<file path="config.mk">
export PLATFORM = sky130hd
export DESIGN_NAME = stopwatch_ctrl
export DESIGN_NICKNAME = d
export VERILOG_FILES = /design/src/rtl/stopwatch_ctrl.sv
export SDC_FILE = /design/constraint.sdc
export NUM_CORES = 1
export LEC_CHECK = 0
export BUFFER_PORTS_ARGS = -buffer_cell sky130_fd_sc_hd__buf_2
export CORE_ASPECT_RATIO = 0.7
export CORE_MARGIN = 2
export CORE_UTILIZATION = 59
export CTS_BUF_LIST = sky130_fd_sc_hd__clkbuf_16
export CTS_CLUSTER_DIAMETER = 80
export DETAILED_ROUTE_END_ITERATION = 8
export GPL_TIMING_DRIVEN = 0
export HOLD_SLACK_MARGIN = 0.05
export PLACE_DENSITY = 0.77
export SYNTH_ARGS = -nofsm -noshare
export SYNTH_HDL_FRONTEND = slang
export SYNTH_SLANG_ARGS = --single-unit
</file>
<file path="constraint.sdc">
create_clock -name i_clk -period 3 [get_ports i_clk]
set_input_delay 0.6 -clock i_clk [delete_from_list [all_inputs] [get_ports i_clk]]
set_output_delay 0.6 -clock i_clk [all_outputs]
set_load 0.03 [all_outputs]
</file>
<file path="src/rtl/stopwatch_ctrl.sv">
// ---------------------------------------------------------------------------
// stopwatch_ctrl
// Control front-end for a MM:SS stopwatch. It synchronizes and debounces the
// raw buttons and switches, turns button presses into single-cycle pulses,
// and runs a two-state RUN/HOLD machine. That machine produces the counter
// control strobes: clear, count one second, and adjust one field.
//
// Ports:
//   i_clk        master clock, all state changes on its rising edge
//   i_rst        synchronous active-low reset
//   i_sample_en  one-cycle debounce sample strobe (~250 Hz)
//   i_tick_1hz   one-cycle pulse, once per second
//   i_tick_2hz   one-cycle pulse, twice per second
//   i_rst_btn    raw reset push button, active-high
//   i_pause_btn  raw pause push button, active-high
//   i_adj_sw     raw adjust-mode slide switch, active-high
//   i_sel_sw     raw field-select slide switch (1 = seconds, 0 = minutes)
//   o_paused     1 while the stopwatch is held
//   o_clr        one-cycle pulse that zeroes the time counter
//   o_adj        debounced adjust switch level
//   o_sel        debounced select switch level
//   o_count_en   one-cycle pulse that advances the time by one second
//   o_adj_step   one-cycle pulse that increments the selected field
// ---------------------------------------------------------------------------
module stopwatch_ctrl #(
    parameter int DB_LEN = 3,
    parameter int CNT_W  = 3
) (
    input  logic i_clk,
    input  logic i_rst,
    input  logic i_sample_en,
    input  logic i_tick_1hz,
    input  logic i_tick_2hz,
    input  logic i_rst_btn,
    input  logic i_pause_btn,
    input  logic i_adj_sw,
    input  logic i_sel_sw,
    output logic o_paused,
    output logic o_clr,
    output logic o_adj,
    output logic o_sel,
    output logic o_count_en,
    output logic o_adj_step
);

    localparam int NUM_IN = 4;

    localparam logic [0:0] ST_RUN  = 1'b0;
    localparam logic [0:0] ST_HOLD = 1'b1;

    // The counter value on which the next mismatching sample is the
    // DB_LEN-th one, so the level is accepted on that sample.
    localparam logic [CNT_W-1:0] DB_LAST = CNT_W'(DB_LEN - 1);

    // Input order: bit 0 rst_btn, bit 1 pause_btn, bit 2 adj_sw, bit 3 sel_sw
    logic [NUM_IN-1:0] w_raw;
    logic [NUM_IN-1:0] r_sync1;
    logic [NUM_IN-1:0] r_sync2;
    logic [NUM_IN-1:0] w_level;
    logic [1:0]        r_btnPrev;

    logic       w_rstPress;
    logic       w_pausePress;
    logic       w_adj;
    logic [0:0] r_state;
    logic       r_clr;
    logic       r_countEn;
    logic       r_adjStep;

    assign w_raw = {i_sel_sw, i_adj_sw, i_pause_btn, i_rst_btn};

    // Two-flop synchronizer for every raw input
    always_ff @(posedge i_clk) begin
        if (!i_rst) begin
            r_sync1 <= '0;
            r_sync2 <= '0;
        end else begin
            r_sync1 <= w_raw;
            r_sync2 <= r_sync1;
        end
    end

    // One debouncer per input. A matching sample discards any partial count,
    // so only DB_LEN consecutive mismatching samples can move the level.
    for (genvar g = 0; g < NUM_IN; g++) begin : g_db
        logic [CNT_W-1:0] r_cnt;
        logic             r_lvl;

        always_ff @(posedge i_clk) begin
            if (!i_rst) begin
                r_cnt <= '0;
                r_lvl <= 1'b0;
            end else if (i_sample_en) begin
                if (r_sync2[g] == r_lvl) begin
                    r_cnt <= '0;
                end else if (r_cnt == DB_LAST) begin
                    r_lvl <= r_sync2[g];
                    r_cnt <= '0;
                end else begin
                    r_cnt <= r_cnt + 1'b1;
                end
            end
        end

        assign w_level[g] = r_lvl;
    end

    // Previous debounced button levels, used for rising-edge detection
    always_ff @(posedge i_clk) begin
        if (!i_rst) begin
            r_btnPrev <= '0;
        end else begin
            r_btnPrev <= w_level[1:0];
        end
    end

    // Press pulses are high for the single cycle after the level rises
    assign w_rstPress   = w_level[0] & ~r_btnPrev[0];
    assign w_pausePress = w_level[1] & ~r_btnPrev[1];
    assign w_adj        = w_level[2];

    // RUN/HOLD machine and registered control strobes. A reset press
    // overrides a pause press and also suppresses both tick strobes, so clr
    // never lines up with count_en or adj_step. Adjust mode only gates the
    // outputs and ignores pause, which leaves the RUN/HOLD state untouched
    // for when adjust mode is left.
    always_ff @(posedge i_clk) begin
        if (!i_rst) begin
            r_state   <= ST_RUN;
            r_clr     <= 1'b0;
            r_countEn <= 1'b0;
            r_adjStep <= 1'b0;
        end else begin
            r_clr     <= w_rstPress;
            r_countEn <= i_tick_1hz & (r_state == ST_RUN) & ~w_adj & ~w_rstPress;
            r_adjStep <= i_tick_2hz & w_adj & ~w_rstPress;
            if (w_rstPress) begin
                r_state <= ST_RUN;
            end else if (w_pausePress && !w_adj) begin
                r_state <= (r_state == ST_RUN) ? ST_HOLD : ST_RUN;
            end
        end
    end

    assign o_paused   = (r_state == ST_HOLD);
    assign o_clr      = r_clr;
    assign o_adj      = w_level[2];
    assign o_sel      = w_level[3];
    assign o_count_en = r_countEn;
    assign o_adj_step = r_adjStep;

endmodule

</file>
==> results of run 1 <==
[cell usage after synthesis]
library cell and n:
a21boi_0 2, a21boi_1 2, a32oi_1 3, and2_1 10, and4b_1 6, and4bb_2 1
buf_1 1, buf_2 2, clkbuf_1 2, dfxtp_1 30, inv_1 2, mux2i_1 4
nand2_1 15, nand2b_1 1, nand3_1 7, nand4b_1 1, nor2_1 3, nor2b_1 8
nor3_1 1, nor3b_1 1, nor4b_1 1, nor4bb_1 3, o21ai_0 8, or4b_1 3
xnor2_1 1, xor2_1 6
[sequential cells by signal, summed over array words and instances, names as in the netlist]
signal      count
o_adj           1
o_sel           1
r_sync1         4
o_count_en      1
o_paused        1
g_db.r_cnt     12
r_sync2         4
r_btnPrev       2
o_adj_step      1
g_db.r_lvl      2
o_clr           1
[power by group through the flow]
| stage | combinational, W | clock, W | sequential (W) |
|---|---|---|---|
| floorplan | 0.0000197 | 0 | 0.000419 |
| global placement | 0.0000342 | 0 | 0.000418 |
| detailed placement | 0.0000350 | 0 | 0.000419 |
| CTS | 0.0000353 | 0.000460 | 0.000411 |
| global route | 0.0000392 | 0.000484 | 0.000411 |
| finish | 0.0000350 | 0.000453 | 0.000411 |
[final timing paths]
| check | start | end | slack (ns) | cells past startpoint |
|---|---|---|---|---|
| min | r_btnPrev[0]$_SDFF_PN0_ | o_clr$_SDFF_PN0_ | 0.43 | 1 |
| max reg2reg | o_adj$_SDFFE_PN0P_ | g_db[2].r_cnt[0]$_SDFFE_PN0P_ | 1.69 | 3 |
| min reg2reg | r_btnPrev[0]$_SDFF_PN0_ | o_clr$_SDFF_PN0_ | 0.43 | 1 |
| max | o_adj$_SDFFE_PN0P_ | o_adj | 1.46 | 1 |
[final cells by class]
type                       instances  area share
buffer                             5      0.0147
clock buffer                       5      0.0865
sequential                        30       0.415
tap                               22      0.0190
multi-input combinational         87       0.402
inverter                           2     0.00519
clock inverter                     3     0.00865
timing repair buffer              14      0.0484
[stage by stage]
stage | total power, W | setup WS [ns] | instances
finish | 0.000899 | 1.46 | 168
global route | 0.000935 | 1.43 | 168
CTS | 0.000906 | 1.45 | 168
detailed placement | 0.000454 | 1.30 | 160
global placement | 0.000452 | 1.35 | 160
floorplan | 0.000439 | 1.61 | 124
[cells by family (layout without fill, tap and decap cells)]
kind of cell	Yosys count	in the layout	synth area share
buf+inv	7	29	0.0238
mux	4	4	0.0331
compound gates	15	15	0.0795
flops	30	30	0.496
simple gates	61	61	0.317
xor+xnor	7	7	0.0506
[routing by layer]
metal | GRT usage | part of all wire | up-vias | routed length, µm
met5 | 0 | 0 | - | 0
met4 | 0.0884 | 0.013 | 0 | 31
met3 | 0.0841 | 0.038 | 4 | 89
met2 | 0.375 | 0.49 | 22 | 1150
met1 | 0.290 | 0.46 | 449 | 1090
li1 | - | - | 475 | -
==> flow_summary.yaml, run 1 <==
outcome:
  status: "completed"
timing:
  hold_ws_ns: 0.426
  drv_slew: 0
  rsz0062_at_grt: "false"
  max_slew_margin: 0.670
  setup_tns_ns: 0
  finalClockSkew_ns: 0.00402
  period_share: 0.514
  period_minus_slack_ns: 1.54
  fmax_mhz: 648
  finalSetupViolCount: 0
  hold_violations: 0
  worst_pin_slew_ns: 0.489
cells_and_area:
  antenna_cells: 0
  multi_input_area_um2: 582
  final_common_cell: "dfxtp_1"
  area_growth_pct: 19.4
  ff_latch_area_um2: 601
  fin_nets: 154
  fillers: 143
  drive_above_1_share: 0.158
  postLayoutCoreUtil: 0.760
  final_cell_mix: "dfxtp_1, buf_2, nand2_1"
  design_area_um2: 1450
synthesis:
  yosysTopAreaCell: "dfxtp_1"
  avgSynthCellArea_um2: 9.77
  synth_cell_type_count: 26
  yosys.area.top_type_share: 0.496
  synthTopCellsByArea: "dfxtp_1, and2_1, and4b_1, nand2_1, xor2_1"
  yosysWarnings: 0
  syn_inst: 124
  syn-num-nets: 133
  mappedNetlistArea_um2: 1210
  ys_seq_area_frac: 0.496
  ys_ff_latch: 30
critical_path:
  cp_cell_sequence: "buf_2"
  worstPathArrival_ns: 0.94
  worstSetupPathType: "flip-flop to primary output"
  crit_buf_inv: 1
  cp_slowest_stage_delay_ns: 0.43
  cp-end-kind: "primary output"
  cp_slowest_cell: "dfxtp_1"
  crit_fanout: 6
  required_ns: 2.40
  critPathTopFamily: "flip-flops"
  cp-start-kind: "flip-flop"
route:
  route.detailed.drc: 0
  drtAntennaViolNets: 0
  wl_per_cell_um: 14.1
  firstDrtPassIters: 4
  drt_wl_total_um: 2360
  dr.first_iter.drc_count: 55
  vias: 950
  viasPerCell: 5.65
floorplanning:
  die_width_um: 58.2
  start_util: 0.636
  row_count: 13
  dieArea_um2: 2440
  die_h_um: 41.9
  pin_count: 15
  coreArea_um2: 1900
power:
  leakage_nw: 0.602
  power.density_nw_per_um2: 622
  p_sw_w: 0.000180
  swShare: 0.200
  vdd_ir_drop_max_mv: 0.624
  p_comb_frac: 0.039
  p_int_w: 0.000719
  pwr-share-clk: 0.504
  p_seq_frac: 0.457
clock_tree:
  postCtsSetupBuffers: 0
  cts_tree: "done"
  clk_pin_slew_ns: 0.05
  clock-sinks: 30
  cts_resized: 0
  htreeDepth: 2
  holdBufCountCts: 0
  cts-root-buf: "clkbuf_16"
  clockBufferDepth: 2
  cts_buffers: 5
  clkLatencyLatePin_ns: 0.27
placed_design:
  io_buffers: 14
  hpwl_um: 1670
  gp_congestion: 0.723
  placed_area_um2: 1310
grt:
  grt_usage: 0.235
  grt_pass1_vias: 959
  antenna_found_initial: 0
  grt_overflow_total: 0
  grt_pass1_wl_um: 4230
  grt_max_degree: 11
flow_run:
  max_cap_viol_count: 0
min_path:
  min_path_type: "flip-flop to flip-flop"
Note: power is estimated with default switching activity, not from simulation.
==> inputs of run 2 (changes only) <==
--- a/config.mk
+++ b/config.mk
@@ -5,16 +5,17 @@
 export SDC_FILE = /design/constraint.sdc
 export NUM_CORES = 1
 export LEC_CHECK = 0
+export ABC_AREA = 1
 export BUFFER_PORTS_ARGS = -buffer_cell sky130_fd_sc_hd__buf_2
 export CORE_ASPECT_RATIO = 0.7
 export CORE_MARGIN = 2
-export CORE_UTILIZATION = 59
+export CORE_UTILIZATION = 50
 export CTS_BUF_LIST = sky130_fd_sc_hd__clkbuf_16
 export CTS_CLUSTER_DIAMETER = 80
 export DETAILED_ROUTE_END_ITERATION = 8
 export GPL_TIMING_DRIVEN = 0
 export HOLD_SLACK_MARGIN = 0.05
-export PLACE_DENSITY = 0.77
+export PLACE_DENSITY = 0.69
 export SYNTH_ARGS = -nofsm -noshare
 export SYNTH_HDL_FRONTEND = slang
 export SYNTH_SLANG_ARGS = --single-unit
==> constraint.sdc (replaced) <==
create_clock -name i_clk -period 1.3 [get_ports i_clk]
set_input_delay 0.26 -clock i_clk [delete_from_list [all_inputs] [get_ports i_clk]]
set_output_delay 0.26 -clock i_clk [all_outputs]
set_load 0.03 [all_outputs]
==> flow_summary.yaml, run 2 <==
outcome:
  status: "completed"
placed_design:
  io_buffers: 14
  hpwl_um: 1830
  gp_congestion: 0.794
  pre_cts_ws_ns: 0.325
synthesis:
  syn-num-nets: 197
  yosysWarnings: 0
  synthMostInstantiatedCell: "nand2_1"
  synth_cell_type_count: 17
  avgSynthCellArea_um2: 6.78
  ys_top_cells_by_count: "nand2_1, inv_1, dfxtp_1, nor2_1, nand3_1"
  yosysTopAreaCell: "dfxtp_1"
  synth-main-ff-cell: "dfxtp_1"
  ys_ff_latch: 30
  yosys.area.top_type_share: 0.472
  ys_seq_area_frac: 0.472
  syn_inst: 188
  mappedNetlistArea_um2: 1270
  async_flop_share: 0
  synth-edff-count: 0
  synthTopCellsByArea: "dfxtp_1, nand2_1, inv_1, nor2_1, nand3_1"
critical_path:
  required_ns: 1.04
  worstSetupPathType: "flip-flop to primary output"
  r2r_start: "g_db[1].r_cnt[1]$_SDFFE_PN0P_"
  worstPathArrival_ns: 0.91
  cp_cell_sequence: "buf_2"
  cp.depth: 1
  r2r_cells: 4
  crit_buf_inv: 1
  crit_start: "o_adj$_SDFFE_PN0P_"
  cp_slowest_cell: "dfxtp_1"
  cp-start-kind: "flip-flop"
  cp_slowest_stage_delay_ns: 0.41
  crit_fanout: 6
  critPathTopFamily: "flip-flops"
  cp-end-kind: "primary output"
timing:
  period_share: 0.898
  period_minus_slack_ns: 1.17
  setup_tns_ns: 0
  finalClockSkew_ns: 0.00447
  worst_slack_ns: 0.133
  rsz0062_at_grt: "false"
  hold_violations: 0
  max_slew_margin: 0.758
  finalSetupViolCount: 0
  drv_slew: 0
  worst_pin_slew_ns: 0.359
  fmax_mhz: 857
cells_and_area:
  final_cell_mix: "nand2_1, inv_1, dfxtp_1"
  regMostFlops: "g_db.r_cnt"
  largest_reg_flops: 12
  final_common_cell: "nand2_1"
  drive_above_1_share: 0.124
  area_growth_pct: 21.6
  fin_nets: 218
  top_regs: "g_db.r_cnt: 12 flops, r_sync1: 4 flops, r_sync2: 4 flops"
  fillers: 209
  antenna_cells: 0
clock_tree:
  holdBufCountCts: 0
  clkLatencyLatePin_ns: 0.27
  cts_buffers: 5
  cts_tree: "done"
  cts-root-buf: "clkbuf_16"
  clockBufferDepth: 2
  htreeDepth: 2
  postCtsSetupBuffers: 0
  cts_resized: 0
  clk_pin_slew_ns: 0.05
  clock-sinks: 30
route:
  dr.first_iter.drc_count: 45
  vias: 1165
  firstDrtPassIters: 4
  wl_per_cell_um: 10.8
  drt_wl_total_um: 2630
  viasPerCell: 4.77
  drtAntennaViolNets: 0
  route.detailed.drc: 0
power:
  power.density_nw_per_um2: 1490
  vdd_ir_drop_max_mv: 0.807
  leakage_nw: 0.786
floorplanning:
  dieArea_um2: 2970
  die_h_um: 46.2
  die_width_um: 64.3
  coreArea_um2: 2440
  row_count: 15
  pin_count: 15
  start_util: 0.522
grt:
  grtUsageMet3: 0.0807
  busiest_layer: "met2"
  grt_use_met2: 0.367
  grt_overflow_total: 0
  grt_usage: 0.201
  grt_pass1_vias: 1054
  grt_max_degree: 11
  antenna_found_initial: 0
  grt_use_met1: 0.212
  grt_pass1_wl_um: 4240
flow_run:
  max_cap_viol_count: 0
min_path:
  min_path_type: "primary input to flip-flop"
  min-delay-start: "i_rst_btn"
  hold_depth: 3
==> run 2: cell types whose count changed in the layout (fill, tap and decap cells not counted), sizes merged, moves of 8 or more <==
cell,change
inv,+34
and2,-10
nand2,+36
nor2b,-8
nor2,+26
nand3,+8
a21oi,+10
==> run 2: worst paths after layout <==
check,end,slack [ns]
max,o_adj,0.13
min,r_sync1[0]$_SDFF_PN0_,0.17
max reg2reg,g_db[1].r_cnt[2]$_SDFFE_PN0P_,0.32
min reg2reg,r_sync2[0]$_SDFF_PN0_,0.41
==> run 2: area by class of cell <==
cell class | instances | area, µm² | area share
plain buffers | 4 | 28.8 | 0.0186
clock buffers | 5 | 125 | 0.0808
clock inverters | 3 | 37.5 | 0.0242
inverters | 35 | 131 | 0.0848
multi-input cells | 119 | 513 | 0.331
flip-flops and latches | 30 | 601 | 0.388
well taps | 34 | 42.5 | 0.0275
repair buffers | 14 | 70.1 | 0.0452
==> run 2: cells by family after synthesis <==
family / synth area share
compound gates: 0.0845
flops: 0.472
buf+inv: 0.126
simple gates: 0.318
==> run 2: layer usage <==
layer / share of wire / vias to the layer above
li1: - / 617
met1: 0.44 / 519
met2: 0.50 / 25
met3: 0.044 / 4
met4: 0.012 / 0
met5: 0 / -
==> run 2: tightest hold or removal path, cell delays in order <==
cell	delay (ns)
buf_2	0.07
nand2_1	0.04
inv_1	0.04
==> run 2: per-stage QoR <==
step | power (W) | std cells | hold WS [ns] | instance area (µm²) | util
2_1_floorplan | 0.00104 | 188 | 0.358 | 1270 | -
3_3_place_gp | 0.00107 | 236 | 0.394 | 1390 | 0.568
3_5_place_dp | 0.00108 | 236 | 0.406 | 1390 | 0.568
4_1_cts | 0.00234 | 244 | 0.166 | 1550 | 0.635
5_1_grt | 0.00239 | 244 | 0.186 | 1550 | 0.635
6_report | 0.00231 | 244 | 0.169 | 1550 | 0.635
==> run 2: power by group <==
part / total, W / internal (W) / leakage (nW) / switching (W)
registers: 0.000953 / 0.000942 / 0.244 / 0.0000116
logic: 0.000108 / 0.0000389 / 0.455 / 0.0000691
clock network: 0.00125 / 0.000886 / 0.0864 / 0.000366
total: 0.00231 / 0.00187 / 0.786 / 0.000446
